--- src/rtl/imem_load_ctrl.sv ---
// imem_load_ctrl: streams 32-bit program words into a byte-wide instruction memory and gates fetch until loaded
module imem_load_ctrl #(
  parameter int ElemWidth = 8,
  parameter int Depth     = 120,
  parameter int DPW       = 32,
  parameter int LenW      = $clog2(Depth/4+1)
) (
  input  logic                     clk,
  input  logic                     rst,
  input  logic                     load_start,
  input  logic [LenW-1:0]          load_len,
  input  logic                     wdata_valid,
  input  logic [DPW-1:0]           wdata,
  output logic                     wdata_ready,
  output logic                     mem_we,
  output logic [$clog2(Depth)-1:0] mem_waddr,
  output logic [ElemWidth-1:0]     mem_wdata,
  input  logic [DPW-1:0]           PCF,
  output logic                     fetch_stall,
  output logic                     load_done,
  output logic                     load_err,
  output logic                     fetch_fault,
  output logic                     busy
);
  localparam int MaxWords = Depth/4;
  localparam int AW = $clog2(Depth);
  typedef enum logic [1:0] {IDLE, WAIT_WORD, WRITE_BYTE, DONE} state_t;
  state_t          state_q, state_d;
  logic [LenW-1:0] len_q, len_d, widx_q, widx_d;
  logic [1:0]      bidx_q, bidx_d;
  logic [DPW-1:0]  word_q, word_d;
  logic            loaded_q, loaded_d, err_q, err_d, fault_q, fault_d;
  logic            len_ok;
  assign len_ok      = load_len != '0 && load_len <= LenW'(MaxWords);
  assign wdata_ready = state_q == WAIT_WORD;
  assign mem_we      = state_q == WRITE_BYTE;
  assign mem_waddr   = mem_we ? AW'({widx_q, bidx_q}) : '0;
  assign mem_wdata   = mem_we ? word_q[ElemWidth*bidx_q +: ElemWidth] : '0;
  assign load_done   = state_q == DONE;
  assign busy        = state_q != IDLE;
  assign fetch_stall = !(state_q == IDLE && loaded_q);
  assign load_err    = err_q;
  assign fetch_fault = fault_q && !fetch_stall;
  // state, counters and flags; the fault flag only tracks PCF once fetch is released
  always_ff @(posedge clk) begin
    if (rst) begin
      state_q  <= IDLE;
      len_q    <= '0;
      widx_q   <= '0;
      bidx_q   <= '0;
      word_q   <= '0;
      loaded_q <= 1'b0;
      err_q    <= 1'b0;
      fault_q  <= 1'b0;
    end else begin
      state_q  <= state_d;
      len_q    <= len_d;
      widx_q   <= widx_d;
      bidx_q   <= bidx_d;
      word_q   <= word_d;
      loaded_q <= loaded_d;
      err_q    <= err_d;
      fault_q  <= fault_d;
    end
  end
  // next-state: accept a word, spill it out byte by byte, then mark the image loaded
  always_comb begin
    state_d  = state_q;
    len_d    = len_q;
    widx_d   = widx_q;
    bidx_d   = bidx_q;
    word_d   = word_q;
    loaded_d = loaded_q;
    err_d    = err_q;
    fault_d  = !fetch_stall && (PCF[1:0] != 2'd0 || PCF > DPW'(Depth-4));
    case (state_q)
      IDLE: if (load_start) begin
        if (len_ok) begin
          len_d    = load_len;
          widx_d   = '0;
          err_d    = 1'b0;
          loaded_d = 1'b0;
          state_d  = WAIT_WORD;
        end else err_d = 1'b1;
      end
      WAIT_WORD: if (wdata_valid) begin
        word_d  = wdata;
        bidx_d  = 2'd0;
        state_d = WRITE_BYTE;
      end
      WRITE_BYTE: begin
        bidx_d = bidx_q + 2'd1;
        if (bidx_q == 2'd3) begin
          state_d = widx_q == len_q - LenW'(1) ? DONE : WAIT_WORD;
          widx_d  = widx_q == len_q - LenW'(1) ? widx_q : widx_q + LenW'(1);
        end
      end
      DONE: begin
        loaded_d = 1'b1;
        state_d  = IDLE;
      end
      default: state_d = IDLE;
    endcase
  end
endmodule

--- config.mk ---
export PLATFORM = sky130hd
export DESIGN_NAME = imem_load_ctrl
export DESIGN_NICKNAME = d
export VERILOG_FILES = /design/src/rtl/imem_load_ctrl.sv
export SDC_FILE = /design/constraint.sdc
export NUM_CORES = 1
export LEC_CHECK = 0
export CORE_MARGIN = 1
export CORE_UTILIZATION = 47
export CTS_CLUSTER_SIZE = 30
export DETAILED_ROUTE_END_ITERATION = 10
export PLACE_DENSITY = 0.93
export SETUP_SLACK_MARGIN = 0.05
export SYNTH_ARGS = -nofsm -noshare
export SYNTH_HDL_FRONTEND = slang
export SYNTH_SLANG_ARGS = --single-unit
export TNS_END_PERCENT = 50
--- constraint.sdc ---
create_clock -name clk -period 3.8 [get_ports clk]
set_input_delay 0.57 -clock clk [delete_from_list [all_inputs] [get_ports clk]]
set_output_delay 0.57 -clock clk [all_outputs]
set_load 0.02 [all_outputs]
==> results of run 1 <==
## registers in the layout (all words and copies together) (netlist names)
| register | flops |
|---|---|
| loaded_q | 1 |
| bidx_q | 2 |
| word_q | 32 |
| len_q | 5 |
| state_q | 2 |
| widx_q | 5 |
| load_err | 1 |
| fault_q | 1 |
## kinds of logic after synthesis
group           Yosys count  share of synthesized area, %
compound gates           54                          14.0
xor+xnor                  6                          2.50
fa+ha+maj                 3                          1.56
buf+inv                  25                          4.42
flops                    49                          40.8
mux                      14                          10.5
simple gates            134                          26.2
## layout by cell type, fill, tap and decap left out, types with 2 or more instances in the layout
master and instances:
nand4_1 6, mux4_2 8, a31oi_1 2, nand2_1 68
o32ai_2 2, nor4_1 7, o21ai_0 3, nor3_1 9
nand3_1 4, clkdlybuf4s50_1 92, inv_1 6, mux2i_1 5
clkbuf_8 6, a21oi_1 41, dfxtp_1 49, nor2b_1 2
ha_1 3, or4_1 2, nand2b_1 4, xor2_1 3
xnor2_1 2, and2_1 15, nor2_1 12
## cell type report
class / instances / area (um^2)
multi-input cells: 211 / 1320
repair buffers: 93 / 926
flip-flops and latches: 49 / 981
clock buffers: 6 / 82.6
fillers: 404 / 1390
inverters: 7 / 26.3
clock inverters: 2 / 13.8
well taps: 67 / 83.8
## worst register-to-register path: cells and delay by family, from the launching register on
kind / cells / cell delay [ns]
AOI/OAI and AO/OA: 4 / 1.10
DFF: 1 / 0.40
adders and majority gates: 1 / 0.27
and+or+nand+nor: 1 / 0.20
buffers and inverters: 1 / 0.06
## where the power goes
part	switching (uW)	total, uW	internal [uW]
logic	102	229	126
clock network	176	324	148
registers	23.1	559	536
total	302	1110	810
## metal layers
metal	vias to the layer above	wire length, um	track usage [%]
li1	1149	-	-
met1	1088	2570	29.9
met2	77	3480	44.9
met3	15	301	4.80
met4	0	158	9.83
met5	-	0	0
## worst paths after layout
check | startpoint | end | slack [ns]
worst max register to register | len_q[0] | widx_q[0] | 1.62
worst min-delay path | word_q[11] | word_q[11] | 0.46
worst min register to register | word_q[11] | word_q[11] | 0.46
worst max-delay path | bidx_q[1] | mem_wdata[5] | 0.89
## through the flow
| stage | util (%) | std cells | hold WS, ns | worst slack (ns) | power, uW |
|---|---|---|---|---|---|
| floorplan | - | 285 | 0.433 | 1.90 | 683 |
| finish | 71.2 | 435 | 0.456 | 0.894 | 1110 |
| detailed placement | 69.2 | 427 | 0.447 | 1.20 | 798 |
| CTS | 71.2 | 435 | 0.459 | 0.860 | 1110 |
| global placement | 69.2 | 427 | 0.439 | 1.25 | 787 |
| global route | 71.2 | 435 | 0.475 | 0.778 | 1160 |
==> results.py, run 1 <==
metrics = {
    "clocking": {
        "hold_buffers": 0,
        "h-tree-depth": 2,
        "cts_tree": "built",
        "cts.sinks": 49,
        "clock_latency_ns": 0.31,
        "cts_buffers": 5,
        "clk_pin_slew_worst_paths_ns": 0.09,
        "post_cts_buffers": 0,
        "cts_buffer_depth": 2,
        "cts_root_buf": "clkbuf_8",
        "cts.repair.resized": 0,
    },
    "global_routing": {
        "grt_pass1_wl_um": 10300,
        "gr-total-overflow": 0,
        "grt_pass1_vias": 2224,
        "grt_max_degree": 52,
        "grt_usage_pct": 25.3,
        "antenna_found_initial": 0,
    },
    "die": {
        "dieHeight_um": 73.6,
        "coreArea_um2": 4820,
        "die_w_um": 73.6,
        "rows": 25,
        "io_pins": 95,
        "die_area_um2": 5410,
        "start_util_pct": 49.9,
    },
    "worst_setup_path": {
        "cp_cell_sequence": "mux4_2 > and2_1 > clkdlybuf4s50_1",
        "worst_path_largest_cell_delay_ns": 0.73,
        "critPathArrivalTime_ns": 2.34,
        "cpMaxStageDelayCell": "dfxtp_1",
        "critPathBufInv": 1,
        "cp-end-kind": "output port",
        "worst-path-max-fanout": 11,
        "critical_path_class": "flop to output port",
        "critical_path_depth": 3,
        "rr_worst_depth": 7,
        "path_delay_family": "flip-flops",
        "cp.required_ns": 3.23,
        "worst_setup_path_start_kind": "flop",
    },
    "route": {
        "drtPass1Iterations": 4,
        "antenna_left": 0,
        "route.detailed.drc": 0,
        "wl_per_cell_um": 15.0,
        "vias": 2329,
        "viasPerCell": 5.35,
        "finalWirelength_um": 6510,
        "dr.first_iter.drc_count": 181,
    },
    "yosys": {
        "synth_cell_type_count": 38,
        "avgSynthCellArea_um2": 8.44,
        "synthFlopType": "dfxtp_1",
        "synth_nets": 361,
        "synth_top_cells_by_count": "nand2_1, dfxtp_1, a21oi_1, and2_1, clkbuf_1",
        "yosysTopAreaCell": "dfxtp_1",
        "syn_area_um2": 2410,
        "synth_cells": 285,
        "yosysTopAreaCellShare_pct": 40.8,
        "async_flop_share_pct": 0,
        "synth_enable_flop_cells": 0,
        "yosys-top-cells-area": "dfxtp_1, nand2_1, a21oi_1, mux4_2, and2_1",
        "synth_seq_cells": 49,
        "yosysWarningCount": 0,
        "ys_seq_area_share_pct": 40.8,
        "synth.most_common_cell": "nand2_1",
    },
    "sta": {
        "relSlewSlack_pct": 27.5,
        "finalCriticalPeriod_ns": 2.91,
        "tightest_slew_ns": 1.09,
        "rsz0062_at_grt": "false",
        "fmax_mhz": 344,
        "skew_ns": 0.00724,
        "maxSlewViolCount": 0,
        "finalSetupViolCount": 0,
        "hold_viol_final": 0,
        "setup_tns_ns": 0,
        "min_period_over_period_pct": 76.5,
    },
    "pwr": {
        "ir_worst_vdd_mv": 0.220,
        "power.density_nw_per_um2": 324,
        "leakagePower_uw": 0.00120,
    },
    "job": {
        "max_cap_violations": 0,
    },
    "placed_design": {
        "gp_congestion": 0.761,
        "dpl.hpwl_um": 4750,
        "io_buffers": 93,
        "place_area_um2": 3340,
    },
    "layout": {
        "layout.nets": 443,
        "final_area_um2": 3430,
        "drive_gt1_share_pct": 7.34,
        "diodes": 0,
        "syn_to_final_growth_pct": 42.6,
    },
    "min_path": {
        "worstHoldPathType": "flop to flop",
        "hold_depth": 2,
    },
    "outcome": {
        "status": "completed",
    },
}
No activity file was read; power rests on OpenSTA's default activity.
==> run 2, diff against run 1 <==
--- a/config.mk
+++ b/config.mk
@@ -6,10 +6,10 @@
 export NUM_CORES = 1
 export LEC_CHECK = 0
 export CORE_MARGIN = 1
-export CORE_UTILIZATION = 47
+export CORE_UTILIZATION = 43
 export CTS_CLUSTER_SIZE = 30
 export DETAILED_ROUTE_END_ITERATION = 10
-export PLACE_DENSITY = 0.93
+export PLACE_DENSITY = 0.86
 export SETUP_SLACK_MARGIN = 0.05
 export SYNTH_ARGS = -nofsm -noshare
 export SYNTH_HDL_FRONTEND = slang
==> constraint.sdc (replaced) <==
create_clock -name clk -period 3.03 [get_ports clk]
set_input_delay 0.4545 -clock clk [delete_from_list [all_inputs] [get_ports clk]]
set_output_delay 0.4545 -clock clk [all_outputs]
set_load 0.02 [all_outputs]
==> run 2 against run 1 <==
Compared with the run above: sequential power rose by 25%; cell area rose by 2.0%; worst hold slack improved by 0.0034 ns; die area rose by 9.0%; critical path type unchanged; register-to-register slack got worse by 0.73 ns; wire length fell by 6.9%; largest power group unchanged; combinational power rose by 29%.
==> results.py, run 2 (synthesis gave the netlist of run 1 again) <==
metrics = {
    "global_routing": {
        "grt_pass1_vias": 2233,
        "grt_usage_pct": 21.5,
        "grt_pass1_wl_um": 10200,
        "gr-total-overflow": 0,
        "grt_max_degree": 35,
        "antenna_found_initial": 0,
    },
    "die": {
        "rows": 26,
        "dieHeight_um": 76.8,
        "coreArea_um2": 5240,
        "die_w_um": 76.8,
        "die_area_um2": 5900,
        "start_util_pct": 45.9,
        "io_pins": 95,
    },
    "sta": {
        "fmax_mhz": 365,
        "setup_tns_ns": 0,
        "maxSlewViolCount": 0,
        "rsz0062_at_grt": "false",
        "hold_viol_final": 0,
        "finalSetupViolCount": 0,
        "finalCriticalPeriod_ns": 2.74,
        "skew_ns": 0.00846,
        "tightest_slew_ns": 0.527,
        "relSlewSlack_pct": 64.6,
        "min_period_over_period_pct": 90.5,
    },
    "worst_setup_path": {
        "critPathArrivalTime_ns": 2.29,
        "cp.required_ns": 2.58,
        "worst-path-max-fanout": 7,
        "critical_path_class": "flop to output port",
        "worst_setup_path_start_kind": "flop",
        "cp_cell_sequence": "buf_4 > mux4_2 > and2_1 > clkdlybuf4s50_1",
        "rr_worst_depth": 7,
        "worst_path_largest_cell_delay_ns": 0.55,
        "cp-end-kind": "output port",
        "path_delay_family": "buffers and inverters",
        "cpMaxStageDelayCell": "clkdlybuf4s50_1",
        "critPathBufInv": 2,
        "reg2reg_slack_ns": 0.89,
        "rr_startpoint": "len_q[0]",
        "r2r-end": "widx_q[1]",
    },
    "pwr": {
        "p_int_uw": 1080,
        "power.density_nw_per_um2": 419,
        "finalPower_uw": 1470,
        "netSwitchingFraction_pct": 26.2,
        "leakagePower_uw": 0.00124,
        "pwr-share-seq_pct": 47.4,
        "clockPowerShare_pct": 32.5,
        "net-switching-power_uw": 385,
        "combinationalPowerShare_pct": 20.1,
        "ir_worst_vdd_mv": 0.262,
    },
    "min_path": {
        "min_to": "word_q[17]",
        "hp-start": "word_q[17]",
        "hold_depth": 2,
        "worstHoldPathType": "flop to flop",
    },
    "placed_design": {
        "gp_congestion": 0.755,
        "dpl.hpwl_um": 4420,
        "io_buffers": 93,
    },
    "layout": {
        "fillers": 452,
        "final_common_cell": "clkdlybuf4s50_1",
        "drive_gt1_share_pct": 8.82,
        "largest_reg_flops": 32,
        "diodes": 0,
        "largest_register": "word_q",
        "largestRegisters": "word_q x32, len_q x5, widx_q x5",
        "mostFrequentLayoutCells": "clkdlybuf4s50_1, nand2_1, dfxtp_1",
        "syn_to_final_growth_pct": 45.4,
        "layout.nets": 449,
        "multi_input_area_um2": 1320,
        "seq_area_um2": 981,
    },
    "route": {
        "route.detailed.drc": 0,
        "drtPass1Iterations": 4,
        "wl_per_cell_um": 13.6,
        "dr.first_iter.drc_count": 124,
        "finalWirelength_um": 6060,
        "vias": 2333,
        "viasPerCell": 5.25,
        "antenna_left": 0,
    },
    "clocking": {
        "clock_latency_ns": 0.31,
        "h-tree-depth": 2,
        "cts_root_buf": "clkbuf_8",
        "clk_pin_slew_worst_paths_ns": 0.10,
        "hold_buffers": 0,
        "cts_tree": "built",
        "cts.repair.resized": 0,
        "cts.sinks": 49,
        "post_cts_buffers": 0,
        "cts_buffers": 5,
        "cts_buffer_depth": 2,
    },
    "job": {
        "max_cap_violations": 0,
    },
    "outcome": {
        "status": "completed",
    },
}
[run 2: layer usage]
layer / up-vias / GRT usage [%] / wire length (um)
met5: - / 0 / 0
met1: 1092 / 26.3 / 2640
li1: 1164 / - / -
met4: 0 / 8.08 / 127
met3: 13 / 4.05 / 257
met2: 64 / 37.1 / 3030
[run 2: worst max path at each step]
stage	startpoint	endpoint	slack, ns	cells after the start
after floorplan	len_q[0]	widx_q[3]	1.13	7
after global placement	bidx_q[1]	mem_wdata[0]	0.65	4
after detailed placement	load_len[0]	widx_q[3]	0.63	6
after CTS	bidx_q[1]	mem_wdata[0]	0.28	4
after global routing	bidx_q[1]	mem_wdata[0]	0.17	4
final	bidx_q[1]	mem_wdata[0]	0.29	4
[run 2: final cells by class]
type | count | area share, %
inverter | 7 | 0.751
tap | 70 | 2.50
multi-input combinational | 211 | 37.7
timing repair buffer | 99 | 27.7
clock buffer | 5 | 1.97
sequential | 49 | 28.0
clock inverter | 3 | 1.32
[run 2: through the flow]
stage,hold WS (ns),setup slack (ns),area (um^2),util (%),instances
finish,0.460,0.289,3500,66.8,444
detailed placement,0.447,0.627,3380,64.6,436
floorplan,0.433,1.13,2410,-,285
global route,0.483,0.170,3500,66.8,444
global placement,0.439,0.651,3380,64.6,436
CTS,0.460,0.283,3500,66.8,444
[run 2: tightest hold or removal path: cells and delay by family (launching register included)]
family	cells	cell delay, ns
AOI/OAI and AO/OA	1	0.05
DFF	1	0.32
and+or+nand+nor	1	0.05
[run 2: power by group through the flow]
stage / Clock, uW / Combinational, uW / Sequential (uW)
2_1_floorplan: 0 / 154 / 703
3_3_place_gp: 0 / 286 / 709
3_5_place_dp: 0 / 295 / 711
4_1_cts: 480 / 297 / 696
5_1_grt: 510 / 320 / 700
6_report: 477 / 295 / 696
